`src/rtl/if_fetch_pc_pkg.sv`:
```
// Shared types for the IF-stage PC generator: counter encodings, next-PC select
// and the saturating-counter update rule.
package if_fetch_pc_pkg;

    localparam logic [31:0] RESET_PC_DEFAULT = 32'h0000_0000;

    typedef enum logic [1:0] {
        SNT = 2'b00,
        WNT = 2'b01,
        WT  = 2'b10,
        ST  = 2'b11
    } ctr_e;

    typedef enum logic [2:0] {
        SEL_FLUSH,
        SEL_HOLD,
        SEL_JUMP,
        SEL_PRED,
        SEL_SEQ
    } npc_sel_e;

    // Two-bit saturating counter step toward the resolved outcome.
    function automatic ctr_e ctr_update(input ctr_e c, input logic taken);
        logic [1:0] v;
        v = c;
        if (taken) begin
            if (c != ST) v = v + 2'd1;
        end else begin
            if (c != SNT) v = v - 2'd1;
        end
        return ctr_e'(v);
    endfunction

endpackage

```
`src/rtl/if_bht_btb.sv`:
```
// Direct-mapped branch history table plus branch target buffer with a
// combinational lookup port and a single edge-triggered training port.
module if_bht_btb
    import if_fetch_pc_pkg::*;
#(
    parameter int unsigned BHT_BITS = 4,
    parameter int unsigned TAG_W    = 30 - BHT_BITS
) (
    input  logic        clk,
    input  logic        reset,
    input  logic [31:0] lookup_pc,
    output logic        lookup_take,
    output logic [31:0] lookup_target,
    input  logic        train_en,
    input  logic [31:0] train_pc,
    input  logic        train_taken,
    input  logic [31:0] train_target
);

    localparam int unsigned ENTRIES = 1 << BHT_BITS;

    ctr_e              ctr_q    [ENTRIES];
    logic              valid_q  [ENTRIES];
    logic [TAG_W-1:0]  tag_q    [ENTRIES];
    logic [31:0]       target_q [ENTRIES];

    logic [BHT_BITS-1:0] rd_idx;
    logic [TAG_W-1:0]    rd_tag;
    logic                rd_hit;
    logic [BHT_BITS-1:0] wr_idx;
    logic [TAG_W-1:0]    wr_tag;
    logic                wr_hit;
    logic [3:0]          unused_align_bits;

    // Word alignment is assumed; the low address bits take no part in index or tag.
    assign unused_align_bits = {lookup_pc[1:0], train_pc[1:0]};

    assign rd_idx = lookup_pc[BHT_BITS+1:2];
    assign rd_tag = lookup_pc[31:BHT_BITS+2];
    assign rd_hit = valid_q[rd_idx] && (tag_q[rd_idx] == rd_tag);

    assign lookup_take   = rd_hit && ctr_q[rd_idx][1];
    assign lookup_target = rd_hit ? target_q[rd_idx] : '0;

    assign wr_idx = train_pc[BHT_BITS+1:2];
    assign wr_tag = train_pc[31:BHT_BITS+2];
    assign wr_hit = valid_q[wr_idx] && (tag_q[wr_idx] == wr_tag);

    // Lookup reads the registered arrays, so a same-index update shows up next cycle.
    always_ff @(posedge clk or negedge reset) begin
        if (!reset) begin
            for (int unsigned i = 0; i < ENTRIES; i++) begin
                ctr_q[i]    <= WNT;
                valid_q[i]  <= 1'b0;
                tag_q[i]    <= '0;
                target_q[i] <= '0;
            end
        end else if (train_en) begin
            if (wr_hit) begin
                ctr_q[wr_idx] <= ctr_update(ctr_q[wr_idx], train_taken);
                if (train_taken) begin
                    target_q[wr_idx] <= train_target;
                end
            end else if (train_taken) begin
                valid_q[wr_idx]  <= 1'b1;
                tag_q[wr_idx]    <= wr_tag;
                ctr_q[wr_idx]    <= WT;
                target_q[wr_idx] <= train_target;
            end
        end
    end

endmodule

```
`src/rtl/if_fetch_pc.sv`:
```
// IF-stage PC register and next-PC priority mux; branch prediction comes from
// the if_bht_btb table indexed by the current fetch PC.
module if_fetch_pc
    import if_fetch_pc_pkg::*;
#(
    parameter logic [31:0] RESET_PC = RESET_PC_DEFAULT,
    parameter int unsigned BHT_BITS = 4,
    parameter int unsigned TAG_W    = 30 - BHT_BITS
) (
    input  logic        clk,
    input  logic        reset,
    input  logic        EX_MEM_stall,
    input  logic        EX_MEM_flush,
    input  logic [31:0] EX_MEM_redirect_pc,
    input  logic        ID_EX_branch,
    input  logic [31:0] ID_EX_target,
    input  logic        EX_MEM_br_valid,
    input  logic [31:0] EX_MEM_br_pc,
    input  logic        EX_MEM_br_taken,
    input  logic [31:0] EX_MEM_br_target,
    output logic [31:0] inst_mem_addr,
    output logic [31:0] IF_pc,
    output logic        IF_take,
    output logic [31:0] IF_pred_target
);

    logic [31:0] pc_q;
    logic [31:0] pc_next;
    logic        pred_take;
    logic [31:0] pred_target;
    logic        train_en;
    npc_sel_e    sel;

    // A stalled strobe is held upstream, so gating by stall trains it exactly once.
    assign train_en = EX_MEM_br_valid && !EX_MEM_stall;

    if_bht_btb #(
        .BHT_BITS (BHT_BITS),
        .TAG_W    (TAG_W)
    ) u_bht_btb (
        .clk           (clk),
        .reset         (reset),
        .lookup_pc     (pc_q),
        .lookup_take   (pred_take),
        .lookup_target (pred_target),
        .train_en      (train_en),
        .train_pc      (EX_MEM_br_pc),
        .train_taken   (EX_MEM_br_taken),
        .train_target  (EX_MEM_br_target)
    );

    always_comb begin
        sel = SEL_SEQ;
        if (EX_MEM_flush)      sel = SEL_FLUSH;
        else if (EX_MEM_stall) sel = SEL_HOLD;
        else if (ID_EX_branch) sel = SEL_JUMP;
        else if (pred_take)    sel = SEL_PRED;
    end

    always_comb begin
        pc_next = pc_q + 32'd4;
        case (sel)
            SEL_FLUSH: pc_next = EX_MEM_redirect_pc;
            SEL_HOLD:  pc_next = pc_q;
            SEL_JUMP:  pc_next = ID_EX_target;
            SEL_PRED:  pc_next = pred_target;
            default:   pc_next = pc_q + 32'd4;
        endcase
    end

    always_ff @(posedge clk or negedge reset) begin
        if (!reset) begin
            pc_q <= RESET_PC;
        end else begin
            pc_q <= pc_next;
        end
    end

    assign inst_mem_addr  = pc_q;
    assign IF_pc          = pc_q;
    assign IF_take        = pred_take;
    assign IF_pred_target = pred_target;

endmodule

```
`config.mk`:
```
export PLATFORM = sky130hd
export DESIGN_NAME = if_fetch_pc
export DESIGN_NICKNAME = d
export VERILOG_FILES = /design/src/rtl/if_fetch_pc_pkg.sv /design/src/rtl/if_bht_btb.sv /design/src/rtl/if_fetch_pc.sv
export SDC_FILE = /design/constraint.sdc
export NUM_CORES = 2
export LEC_CHECK = 0
export BUFFER_PORTS_ARGS = -buffer_cell sky130_fd_sc_hd__buf_2
export CAP_MARGIN = 15
export CORE_ASPECT_RATIO = 1.1
export CORE_UTILIZATION = 30
export DETAILED_ROUTE_END_ITERATION = 10
export PLACE_DENSITY = 0.53
export SYNTH_ARGS = -nofsm -noshare
export SYNTH_HDL_FRONTEND = slang
export SYNTH_SLANG_ARGS = --single-unit
```
`constraint.sdc`:
```
create_clock -name clk -period 4.5 [get_ports clk]
set_input_delay 0.45 -clock clk [delete_from_list [all_inputs] [get_ports clk]]
set_output_delay 0.45 -clock clk [all_outputs]
set_load 0.02 [all_outputs]
```
Yosys cells after proc, flatten, opt, wreduce, memory -nomap -nowiden:

Cells that the tools add are included.

* bits in registers: 1008
* bits in latches: 0
* RAM bits: 0
* bits in read-only memories: 0
* input bits: 135
* memories kept: 0

* add/subtract/negate cells: 3
* multipliers: 0
* divide/modulo/power cells: 0
* order comparisons: 3
* eq/ne operators: 6
* shift operators: 0
* muxes and demuxes: 45
* bitwise operators: 7
* reductions and logical operators: 12

Operators by type and width (count)
* $bwmux 512: 1
* $bwmux 416: 1
* $bmux 26 s4: 2
* $mux 32: 6
* $mux 26: 5
* $bmux 32 s4: 1
* $demux 32 s4: 1
* $pmux 32 s4: 1
* $demux 26 s4: 1
* $eq 26x26->1: 2
* $add 32x3->32 const B: 1
* $bwmux 32: 1
* $or 16x16->16: 2
* $mux 2: 10
* $and 16x16->16: 1
* $bmux 2 s4: 2
* $not 16->16: 1
* $mux 3: 4
* $ge 5x5->1 const B: 2
* $not 4->5: 2
* $bmux 1 s4: 2
* $demux 2 s4: 1
* $eq 3x2->1 const B: 2
* $logic_and 1x1->1: 5
* other kinds (13): 19

Longest topological paths before layout:

* depth after elaboration: 13
* gate-level depth with buffers: 18
* gate-level depth less buffers: 10

Hierarchy:

From an unflattened synthesis, not the netlist that was laid out.

* cells, all modules: 3936
* area, all modules: 52920.8 µm²

By module, submodules not included
* if_bht_btb: instances 1, cells each 3598, area an instance 50104.3 µm²
* if_fetch_pc: instances 1, cells each 338, area an instance 2816.5 µm²

Worst setup path before layout:

OpenSTA, ideal clock, no wires.

* path kind: register to output
* from: reg pc_q[3] (netlist: IF_pc[3])
* to: out IF_pred_target[21]
* data arrival time: 3742 ps
* data required time: 4050 ps
* path slack: 308 ps
* stages on the path, launching flop included: 15
* cell sequence: dfrtp_1 buf_6 buf_4 buf_2 mux4_2 mux2i_1 xor2_1 nand2_1 o22ai_2 nand2_1 or4_1 nor3_2 clkbuf_2 buf_4 and2_1

* longest elaborated chain between the ends: 7

Ends and longest elaborated chain
* from (decl): RTL line if_fetch_pc.sv:27 `logic [31:0] pc_q;`
* from (signal assigned): RTL line if_fetch_pc.sv:75 `pc_q <= pc_next;`
* $not 4->5 (implied by the code) *: RTL line if_bht_btb.sv:40, if_bht_btb.sv:43
* $bmux 26 s4: RTL line if_bht_btb.sv:40 `assign rd_hit = valid_q[rd_idx] && (tag_q[rd_idx] == rd_tag);`
* $mux 26 (implied by the code) (2 in series): RTL line if_bht_btb.sv:40
* $eq 26x26->1: RTL line if_bht_btb.sv:40
* $logic_and 1x1->1: RTL line if_bht_btb.sv:40
* $mux 32 *: RTL line if_bht_btb.sv:43 `assign lookup_target = rd_hit ? target_q[rd_idx] : '0;`
* to (decl): RTL line if_fetch_pc.sv:24 `output logic [31:0] IF_pred_target`

Every way passes the cells marked *; elsewhere a longest branch is shown, timed or not. The select of a mux whose other input is x is not followed.

Final worst setup path:

* from: reg pc_q[3] (netlist: IF_pc[3])
* to: out IF_pred_target[10]

Same word-level chain as after synthesis.

==> impl_metrics.yaml <==
yosys:
  muxShareOfSynthArea_pct: 39.02
  synth-xor-area-share_pct: 0.8801
  synth_ff_type: "dfrtp_1"
  yosys_register_bits: 1008
  async_flop_share_pct: 100.0
  yosys.area_share.simple_pct: 4.069
  synth_top_cell_by_area: "dfrtp_1"
  synthDistinctLibCells: 79
  synth_top_family_by_area: "multiplexers"
  yosys.area_share.adder_pct: 0.04352
  ys_warn_count: 0
  synth_area_leaders: "dfrtp_1 48%, mux2_2 20%, mux4_2 17%"
  syn_nets: 3674
  synth_edf_count: 0
  synth_compound_area_share_pct: 3.658
  yosys.area.top_type_share_pct: 47.97
  syn_area_per_cell_um2: 14.63
  synth.yosys.seq_area_share_pct: 48.78
  synth_area_um2: 51750
  syn-instance-count: 3538
clocking:
  ctsRootBufferMaster: "clkbuf_16"
  cts_buffers: 113
  clk_latency_ns: 0.77
  clock-sinks: 1008
  htreeDepth: 3
  cts_buffer_depth: 3
  cts_tree: "yes"
  path_clk_slew_ns: 0.06
grt:
  grt_pass1_vias: 34920
  grt_pass1_wl_mm: 251.9
  grt.total_usage_pct: 19.70
  grt_overflow: 0
  grt_max_degree: 144
  antenna_found_initial: 33
cells_and_area:
  nNetsFinal: 3983
  multi_input_area_um2: 25170
  fillers: 16420
  areaGrowthSynthToFinish_pct: 20.40
  seqCellArea_um2: 25260
  drive_gt1_share_pct: 55.59
timing:
  timing.final.crit_share_pct: 109.6
  fin_worst_skew_ns: 0.08204
  finalCriticalPeriod_ns: 4.934
  tightest_slew_ns: 1.070
  max_freq_ghz: 0.2027
  rsz0062_at_grt: "yes"
  final-max-slew-violation-count: 0
  setup_viol: 33
  holdWs_ns: 0.08546
  max_slew_margin_pct: 28.68
  finalHoldViolCount: 0
  setup_slack_ns: -0.4340
run_status:
  violations: "negative setup slack"
  status: "finished with violations"
placement:
  gp_congestion: 0.9129
  dp_hpwl_mm: 113.4
  io_buffers: 229
setup_path:
  reg2reg_slack_ns: 0.16
  end_kind: "output pin"
  worst_ep_required_time_ns: 4.05
  crit_arrival_ns: 4.48
  critPathSlowestCell: "or4_4"
  r2r_cells: 16
  worst-path-stages: 15
  cp_cell_sequence: "buf_12 -> buf_6 -> mux4_2 -> mux2i_1 -> buf_4 -> xnor2_1 -> or3_4 -> o22ai_4 -> nand2_2 -> or4_4 -> nor3_4 -> buf_6 -> clkbuf_16 -> and2_4 -> buf_6"
  max_stage_delay_ns: 0.58
  r2r-start: "IF_pc[2]$_DFFE_PN0P_"
  crit_end: "IF_pred_target[10]"
  crit_buf_inv: 6
  r2r_end: "IF_pc[6]$_DFFE_PN0P_"
  cpMostUsedCell: "buf_6"
  critPathTopFamily: "simple AND/OR/NAND/NOR gates"
  crit_path_start: "IF_pc[3]$_DFFE_PN0P_"
  cp_max_fo: 8
  critPathKind: "flop to output pin"
  crit_path_start_kind: "flop"
routing:
  avgRoutedWirePerCell_um: 27.95
  wl_met2_mm: 79.06
  met3_length_mm: 12.46
  wl_met1_mm: 77.43
  highest_layer: "met5"
  drcViolationCount: 0
  ant_nets: 0
  firstDrtPassIters: 5
  drtIter0Drc: 2681
  wl_mm: 173.5
  vias: 33710
  viasPerCell: 5.430
power_and_ir_drop:
  p_total_w: 0.02629
  leakage_nw: 27.34
  p_per_area_nw_per_um2: 421.9
  ir_worst_vdd_uv: 319.6
floorplanning:
  rows: 159
  dieArea_um2: 174200
  start_util_pct: 30.25
  pin_count: 232
  die_h_um: 437.6
  core_area_um2: 171100
  chipWidth_um: 398
hold_path:
  min_path_type: "primary input to flop"
run:
  maxCapViolations: 0
==> worst min path at each step <==
| stage | endpoint | cells after the start | slack (ns) | from |
|---|---|---|---|---|
| after floorplan | IF_pc[0]$_DFFE_PN0P_ | 0 | 0.15 | reset |
| after global placement | u_bht_btb.valid_q[4]$_DFFE_PN0P_ | 1 | 0.47 | u_bht_btb.valid_q[4]$_DFFE_PN0P_ |
| after detailed placement | u_bht_btb.valid_q[11]$_DFFE_PN0P_ | 1 | 0.47 | u_bht_btb.valid_q[11]$_DFFE_PN0P_ |
| after CTS | IF_pc[17]$_DFFE_PN0P_ | 5 | 0.03 | EX_MEM_redirect_pc[17] |
| after global routing | IF_pc[17]$_DFFE_PN0P_ | 5 | 0.07 | EX_MEM_redirect_pc[17] |
| final | IF_pc[26]$_DFFE_PN0P_ | 3 | 0.09 | EX_MEM_redirect_pc[26] |
==> kinds of logic (layout without fill, tap and decap cells) <==
logic type	count (synthesis)	in the layout
other	0	10
XOR/XNOR	52	52
AO/OA/AOI/OAI	282	282
flip-flops	1008	1008
multiplexers	1424	1424
buffers and inverters	369	774
adder cells (fa/ha/maj)	2	2
AND/OR/NAND/NOR	401	401
==> report_power, final <==
group	internal [W]	switching, W	total [W]
Sequential	0.0103	0.000888	0.0112
Clock	0.00552	0.00400	0.00952
Combinational	0.00294	0.00267	0.00561
==> placed cells by master (no fill, tap or decap), drive strengths merged, types with 47 or more instances in the layout <==
| master | synthesis | final |
|---|---|---|
| a21oi | 51 | 51 |
| o21ai | 79 | 79 |
| mux2i | 105 | 105 |
| clkbuf | 188 | 189 |
| nand2 | 95 | 95 |
| dfrtp | 992 | 992 |
| buf | 162 | 534 |
| mux2 | 938 | 938 |
| nor2 | 77 | 77 |
| mux4 | 381 | 381 |
| nand3 | 47 | 47 |
==> metrics by stage <==
step	cells	area [um^2]	setup WS (ns)	TNS, ns	util (%)
final	6207	62310	-0.4340	-13.06	36.42
after global routing	6197	62280	-0.5546	-17.19	36.40
after CTS	6157	61520	-0.3914	-11.79	35.96
after detailed placement	5932	57260	-0.2490	-0.3103	33.47
after global placement	5932	57260	-0.1624	-0.1624	33.47
after floorplan	3538	51750	0.3083	0	-
==> repair_timing <==
action	4_1_cts	5_1_grt
endpoints found under the hold margin	57	0
pin swaps	3	13
gates cloned	0	7
setup buffers	11	34
setup endpoints to repair	33	44
gates resized for setup	60	96
hold buffers	3	0
==> synthesized netlist by cell type (all sizes together), types with 5 or more instances <==
cell and n:
dfrtp 992, mux2 938, mux4 381, clkbuf 188, buf 162, mux2i 105, nand2 95, o21ai 79
nor2 77, a21oi 51, nand3 47, xnor2 40, and2 39, a22oi 35, nor3 28, nand4 22
or2 22, inv 18, nor2b 17, dfstp 16, o22a 15, a211oi 14, a221oi 14, and3 12
xor2 12, nor4 11, o22ai 11, nand2b 10, a22o 9, a31oi 8, nand3b 6, a221o 5
o31ai 5, or4 5
==> worst min-delay path, delay by kind of cell <==
kind                   cells  cell delay, ns
AO/OA/AOI/OAI              2            0.22
buffers and inverters      1            0.11
==> final cells by class <==
class	count	share of cell area [%]
Timing Repair Buffer	544	8.189
Clock buffer	182	5.566
Sequential cell	1008	40.54
Antenna cell	10	0.04016
Clock inverter	29	0.6325
Inverter	19	0.1145
Multi-Input combinational cell	2161	40.39
Tap cell	2254	4.526
==> sequential cells by signal (all words and copies together), names as in the netlist <==
signal / flops
u_bht_btb.target_q: 512
u_bht_btb.tag_q: 416
IF_pc: 32
u_bht_btb.ctr_q: 32
u_bht_btb.valid_q: 16
==> metal layers <==
| layer | global-route usage (%) | up-vias |
|---|---|---|
| met4 | 4.715 | 34 |
| met5 | 0 | - |
| li1 | - | 14020 |
| met3 | 4.297 | 253 |
| met1 | 28.06 | 18290 |
| met2 | 30.33 | 1110 |
(Power assumes the default switching activity.)
